<file path="src/rtl/pipe_pkg.sv">
// Shared types for the writeback tracker: register width, stage slot, FSM states.
package pipe_pkg;

    localparam int unsigned REG_BITS = 3;
    localparam int unsigned NUM_REGS = 1 << REG_BITS;

    // One pipeline stage worth of destination tracking
    typedef struct packed {
        logic [REG_BITS-1:0] dest;
        logic                regwrite;
        logic                load;
    } slot_t;

    localparam slot_t BUBBLE = '{dest: '0, regwrite: 1'b0, load: 1'b0};

    typedef enum logic [0:0] {
        IDLE,
        RESOLVE
    } state_t;

endpackage

</file>
<file path="src/rtl/stage_slot_reg.sv">
// Single resettable pipeline slot; bubble forces an empty slot on the next edge.
module stage_slot_reg
    import pipe_pkg::*;
(
    input  logic  clk,
    input  logic  reset,
    input  logic  bubble,
    input  slot_t d,
    output slot_t q
);

    // Capture incoming slot, or an empty one when bubbled
    always_ff @(posedge clk or posedge reset) begin
        if (reset) begin
            q <= BUBBLE;
        end else if (bubble) begin
            q <= BUBBLE;
        end else begin
            q <= d;
        end
    end

endmodule

</file>
<file path="src/rtl/writeback_tracker.sv">
// Tracks destination tags through EX/MEM/WB, exposes them to the hazard unit,
// keeps a pending-write scoreboard and holds fetch while a branch resolves.
module writeback_tracker
    import pipe_pkg::*;
#(
    parameter int unsigned BRANCH_LAT = 2
) (
    input  logic                clk,
    input  logic                reset,
    input  logic                Stall,
    input  logic                Flush,
    input  logic                IssueValid,
    input  logic [REG_BITS-1:0] IssueRd,
    input  logic                IssueRegWrite,
    input  logic                IssueLoad,
    input  logic                BranchD,
    input  logic                ForSignalD,
    output logic [REG_BITS-1:0] WB1,
    output logic                RegWriteM,
    output logic                LoadM,
    output logic [REG_BITS-1:0] WB2,
    output logic                RegWriteW,
    output logic [REG_BITS-1:0] WB3,
    output logic [NUM_REGS-1:0] Pending,
    output logic                FetchHold
);

    localparam int unsigned CNT_BITS = 3;

    slot_t issue_slot;
    slot_t ex_q, mem_q, wb_q, ret_q;
    logic  ex_bubble;

    state_t             state_q, state_d;
    logic [CNT_BITS-1:0] cnt_q, cnt_d;
    logic               branch_accept;

    // Build the decode slot; R0 writes never count as register writes
    always_comb begin
        issue_slot          = BUBBLE;
        issue_slot.dest     = IssueRd;
        issue_slot.regwrite = IssueRegWrite && (IssueRd != '0);
        issue_slot.load     = IssueLoad;
    end

    // Flush and Stall both collapse to a single bubble
    assign ex_bubble = Flush || Stall || !IssueValid;

    stage_slot_reg u_ex (
        .clk    (clk),
        .reset  (reset),
        .bubble (ex_bubble),
        .d      (issue_slot),
        .q      (ex_q)
    );

    // Downstream stages always advance, independent of Stall
    stage_slot_reg u_mem (
        .clk    (clk),
        .reset  (reset),
        .bubble (1'b0),
        .d      (ex_q),
        .q      (mem_q)
    );

    stage_slot_reg u_wb (
        .clk    (clk),
        .reset  (reset),
        .bubble (1'b0),
        .d      (mem_q),
        .q      (wb_q)
    );

    stage_slot_reg u_ret (
        .clk    (clk),
        .reset  (reset),
        .bubble (1'b0),
        .d      (wb_q),
        .q      (ret_q)
    );

    assign WB1       = mem_q.dest;
    assign RegWriteM = mem_q.regwrite;
    assign LoadM     = mem_q.load;
    assign WB2       = wb_q.dest;
    assign RegWriteW = wb_q.regwrite;
    assign WB3       = ret_q.dest;

    // Only the retired destination is observable
    logic unused_ret;
    assign unused_ret = ret_q.regwrite ^ ret_q.load;

    // Scoreboard: one bit per register with a write still in flight
    always_comb begin
        Pending = '0;
        if (ex_q.regwrite)  Pending[ex_q.dest]  = 1'b1;
        if (mem_q.regwrite) Pending[mem_q.dest] = 1'b1;
        if (wb_q.regwrite)  Pending[wb_q.dest]  = 1'b1;
        Pending[0] = 1'b0;
    end

    assign branch_accept = (BranchD || ForSignalD) && IssueValid && !Stall;

    // Branch FSM next state; branches seen while resolving are ignored
    always_comb begin
        state_d = state_q;
        cnt_d   = cnt_q;
        unique case (state_q)
            IDLE: begin
                if (branch_accept) begin
                    state_d = RESOLVE;
                    cnt_d   = CNT_BITS'(BRANCH_LAT - 1);
                end
            end
            RESOLVE: begin
                if (Flush) begin
                    state_d = IDLE;
                    cnt_d   = '0;
                end else if (cnt_q == '0) begin
                    state_d = IDLE;
                end else begin
                    cnt_d = cnt_q - 1'b1;
                end
            end
            default: begin
                state_d = IDLE;
                cnt_d   = '0;
            end
        endcase
    end

    // Branch FSM state register
    always_ff @(posedge clk or posedge reset) begin
        if (reset) begin
            state_q <= IDLE;
            cnt_q   <= '0;
        end else begin
            state_q <= state_d;
            cnt_q   <= cnt_d;
        end
    end

    assign FetchHold = (state_q == RESOLVE);

endmodule

</file>
<file path="config.mk">
export PLATFORM = sky130hd
export DESIGN_NAME = writeback_tracker
export DESIGN_NICKNAME = d
export VERILOG_FILES = /design/src/rtl/pipe_pkg.sv /design/src/rtl/stage_slot_reg.sv /design/src/rtl/writeback_tracker.sv
export SDC_FILE = /design/constraint.sdc
export NUM_CORES = 1
export LEC_CHECK = 0
export CAP_MARGIN = 20
export CORE_MARGIN = 2
export CORE_UTILIZATION = 56
export CTS_BUF_LIST = sky130_fd_sc_hd__clkbuf_16
export DETAILED_ROUTE_END_ITERATION = 16
export DONT_BUFFER_PORTS = 1
export PLACE_DENSITY = 0.71
export REMOVE_ABC_BUFFERS = 1
export SLEW_MARGIN = 20
export SYNTH_ARGS = -nofsm -noshare
export SYNTH_HDL_FRONTEND = slang
export SYNTH_HIERARCHICAL = 1
export SYNTH_SLANG_ARGS = --single-unit
</file>
<file path="constraint.sdc">
create_clock -name clk -period 3.3 [get_ports clk]
set_input_delay 0.33 -clock clk [delete_from_list [all_inputs] [get_ports clk]]
set_output_delay 0.33 -clock clk [all_outputs]
set_load 0.01 [all_outputs]
</file>
After elaboration in Yosys (flattened, before gate mapping)
Index checks and enable logic that the tools add are counted.

word-level totals
  register bits after elaboration = 21
  bits of input ports = 12

cells by class
  $add $sub $neg = 1
  magnitude comparators = 6
  equality and inequality tests = 2
  multiplexer cells = 18
  bitwise gates (word level) = 3
  reductions and logical operators = 14

operators with widths
  cell                                                                           count
  8-bit 2-to-1 mux                                                               3
  8-bit OR                                                                       2
  3-bit by 4-bit less-than comparator with 1-bit output (second input constant)  3
  1-bit demux with 3-bit select                                                  3
  3-bit by 1-bit >= comparator with 1-bit output (second input constant)         3
  3-bit 2-to-1 mux                                                               3
  1-bit logical AND                                                              6
  1-bit 2-to-1 mux                                                               6
  3-bit one-hot mux with 2 select lines                                          1
  5-bit 2-to-1 mux                                                               1
  3-bit zero test                                                                1
  1-bit logical OR                                                               3
  3-bit != test (second input constant)                                          1
  3-bit nonzero test                                                             1
  3-bit by 1-bit subtractor with 3-bit output (second input constant)            1
  1-bit zero test                                                                2
  2-bit != test (second input constant)                                          1
  1-bit one-hot mux with 2 select lines                                          1
  2-bit AND reduction                                                            1
  1-bit NOT                                                                      1

Depth between registers and ports, before layout
  depth in word-level cells = 9
  depth in mapped cells = 5
  mapped depth without buffers = 5

Hierarchy
The synthesis kept the hierarchy.

by module, submodules not included
  module             instances  cells each  area an instance (um2)
  stage_slot_reg     4          11          160.2
  writeback_tracker  1          63          504.2

Least setup slack after synthesis
Ideal clock, no wire load.

  path type = register to output
  start = register u_wb/q[2] in the netlist's numbering
  end = output Pending[2]
  arrival time = 1.088 ns
  data required time = 2.970 ns
  path slack = 1.882 ns
  cell stages (with the launch flop) = 3
  path buffers = 0
  cells stage by stage = dfrtp_1 -> and4bb_1 -> or3_1

on the way
  longest elaborated chain between the ends = 6
  elaborated cells on any way between the ends = 7
  classes of those cells = order compare (2); mux (3); bitwise (1); reduce/logical (1)

RTL lines
  what                                                                                                                                           line                     RTL
  start, declared                                                                                                                                stage_slot_reg.sv:9      output slot_t q
  start signal, assigned                                                                                                                         stage_slot_reg.sv:15     q <= BUBBLE;
  start signal, assigned                                                                                                                         stage_slot_reg.sv:17     q <= BUBBLE;
  start signal, assigned                                                                                                                         stage_slot_reg.sv:19     q <= d;
  3-bit by 4-bit less-than comparator with 1-bit output (implied by the code) or 3-bit by 1-bit >= comparator with 1-bit output (tied branches)  writeback_tracker.sv:98  if (wb_q.regwrite) Pending[wb_q.dest] = 1'b1;
  1-bit logical AND (implied by the code)                                                                                                        writeback_tracker.sv:98
  1-bit 2-to-1 mux (implied by the code)                                                                                                         writeback_tracker.sv:98
  1-bit demux with 3-bit select (*)                                                                                                              writeback_tracker.sv:98
  8-bit OR (no source line) (*)                                                                                                                  --
  8-bit 2-to-1 mux (*)                                                                                                                           writeback_tracker.sv:98
  end, declared                                                                                                                                  writeback_tracker.sv:24  output logic [NUM_REGS-1:0] Pending,

Every way passes the cells marked *; elsewhere a longest branch is shown, timed or not.

Worst setup path in the final report
Same ends and word-level chain as after synthesis.

==> impl_metrics.csv <==
group,metric,value,unit
status,outcome,"finished, final reports clean",
cells_and_area,ff_latch_area,525.5,um^2
cells_and_area,insertedDiodeCount,0,
critical_path,cp-start-kind,"flip-flop",
global_routing,grt_pass1_wl,2987,um
critical_path,worstPathRequired,2.97,ns
worst_hold_path,timing.hold.worst_path_depth,1,
place,numPortBuffers,0,
route,first_iter_violations,8,
critical_path,timing.rr.start,"cnt_q[0]$_DFFE_PP0P_",
critical_path,cp.arrival,1.43,ns
sta,timing_max_transition_violations_final,0,
clock_network,cts_repair_resize_count,0,
run,timing.max_cap.violations,0,
yosys,postSynthCellCount,101,
pwr,p_per_area,544.0,nW/um^2
critical_path,critical_path.reg2reg.endpoint,"cnt_q[0]$_DFFE_PP0P_",
critical_path,ff2ff_setup_slack,1.99,ns
clock_network,clk_transition_reported_paths,0.05,ns
floorplanning,die_h,47.32,um
critical_path,cp-end-kind,"primary output",
clock_network,worstSkewPairLatency,0.24,ns
sta,fin_worst_skew,0.0009016,ns
floorplanning,rows,15,
floorplanning,initial_cell_density_of_the_core,0.6022,
clock_network,ctsHtreeMaxLevel,1,
global_routing,total_grt_overflow,0,
critical_path,criticalPathCategory,"reg2out",
yosys,syn_avg_cell_area,10.41,um^2
sta,finalWorstPathRequiredPeriod,1.761,ns
clock_network,cts-buffers-inserted,3,
route,sum_of_routed_wire_length_over_all_layers,1887,um
sta,timing.slew.headroom,0.5664,
cells_and_area,fillers,149,
worst_hold_path,hold_class,"in2reg",
route,remaining_drc_errors,0,
cells_and_area,finish.net_count,132,
floorplanning,die-area,2239,um^2
floorplanning,design.portCount,33,
cells_and_area,multiInputGateArea,529.3,um^2
pwr,cellLeakagePower,0.5685,nW
clock_network,ctsRootBufferMaster,"clkbuf_16",
route,num_vias,775,
critical_path,crit_path_max_fanout,9,
clock_network,clock_path_buffers,2,
cells_and_area,area_growth,15.00,%
sta,achievable-frequency,568.0,MHz
sta,unrepaired_setup_endpoints_after_global_routing,"no",
worst_hold_path,hold_path.startpoint,"Flush",
sta,fin_tns_setup,0,ns
clock_network,clkSinkCount,21,
sta,worst_slew_pin_slew,0.6423,ns
pwr,power,0.0006575,W
global_routing,number_of_global_route_vias_before_repair,714,
pwr,ir_drop,0.4852,mV
global_routing,antenna_found_initial,0,
place,detailed_place_hpwl,1448,um
floorplanning,placeableCoreArea,1745,um^2
clock_network,tritoncts,"yes",
yosys,post_synth_instance_area,1051,um^2
yosys,ys.warnings.count,6,
route,antenna_violating_nets_post_route,0,
global_routing,groute.usage.overall,0.1898,
worst_hold_path,worst_hold_path.endpoint,"cnt_q[1]$_DFFE_PP0P_",
global_routing,grt_max_degree,12,
sta,hold_violations,0,
critical_path,r2r.worst_path.cells,5,
route,routed_wire_per_std_cell,13.29,um
route,avgViaCountPerCell,5.458,
place,place.gp.congestion,0.7563,
route,detail_route.first_pass.iterations,4,
sta,timing.final.setup_violations,0,
cells_and_area,drive_above_1_share,0.05128,
sta,final_min_period_over_clock_period,0.5335,
floorplanning,chipWidth,47.32,um
## where the power goes
part	switching, W	internal (W)	total [W]
Combinational	0.0000611	0.0000557	0.000117
Sequential	0.0000214	0.000279	0.000300
Clock	0.0000797	0.000161	0.000240
Total	0.000162	0.000495	0.000657
## layout make-up
type                    instances  area share
inverters                       9     0.02795
flip-flops and latches         21      0.4348
repair buffers                  1    0.008282
clock buffers                   3     0.06211
multi-input cells              82      0.4379
clock inverters                 1    0.003106
well taps                      25     0.02588
## flip-flops by register name, indices dropped and copies added, names as in the netlist
register   count
u_ret/q        3
FetchHold      1
u_mem/q        5
u_ex/q         5
cnt_q          3
u_wb/q         4
## repair_timing
item / in CTS / in global routing
hold buffers: 1 / 0
buffers inserted: 0 / 0
endpoints found under the hold margin: 21 / 0
## metrics by stage
| step | worst slack, ns | hold WS (ns) | cell area [um^2] | instances | utilization |
|---|---|---|---|---|---|
| after global placement | 1.824 | 0.09308 | 1120 | 137 | 0.6416 |
| after CTS | 1.543 | 0.1738 | 1209 | 142 | 0.6925 |
| after detailed placement | 1.811 | 0.09979 | 1120 | 137 | 0.6416 |
| after global routing | 1.492 | 0.1786 | 1209 | 142 | 0.6925 |
| final | 1.539 | 0.1735 | 1209 | 142 | 0.6925 |
| after floorplan | 1.882 | 0.08364 | 1089 | 112 | - |
## cells in the final DEF (no fill, tap or decap), types with 2 or more instances in the layout
master and instances:
nor2_1 5, or3_1 2, nand4b_1 6, inv_1 10, o21ai_0 3, ha_1 2, nand2_1 2, o211ai_1 4
nor2b_1 19, clkbuf_16 3, dfrtp_1 21, nand4_1 3, conb_1 13, nor4bb_1 3, nand3_1 5
## worst max path at each step
| stage | startpoint | to | slack, ns |
|---|---|---|---|
| after floorplan | u_wb/q[2]$_DFF_PP0_ | Pending[2] | 1.88 |
| after global placement | u_wb/q[2]$_DFF_PP0_ | Pending[2] | 1.82 |
| after detailed placement | u_wb/q[2]$_DFF_PP0_ | Pending[2] | 1.81 |
| after CTS | u_wb/q[2]$_DFF_PP0_ | Pending[2] | 1.54 |
| after global routing | u_wb/q[2]$_DFF_PP0_ | Pending[2] | 1.49 |
| final | u_wb/q[2]$_DFF_PP0_ | Pending[2] | 1.54 |
## worst max-delay path, stage by stage, from the launching register on
cell      delay, ns
dfrtp_1        0.51
and4bb_1       0.26
or3_1          0.42
## routing by layer
| metal | GRT usage | share of wire | routed length [um] | vias up |
|---|---|---|---|---|
| met5 | 0 | 0 | 0 | - |
| met4 | 0.03333 | 0 | 0 | 0 |
| met3 | 0.04231 | 0.082 | 154 | 0 |
| met2 | 0.3459 | 0.49 | 927 | 31 |
| met1 | 0.2302 | 0.43 | 805 | 365 |
| li1 | - | - | - | 379 |
No activity file was read; power rests on OpenSTA's default activity.
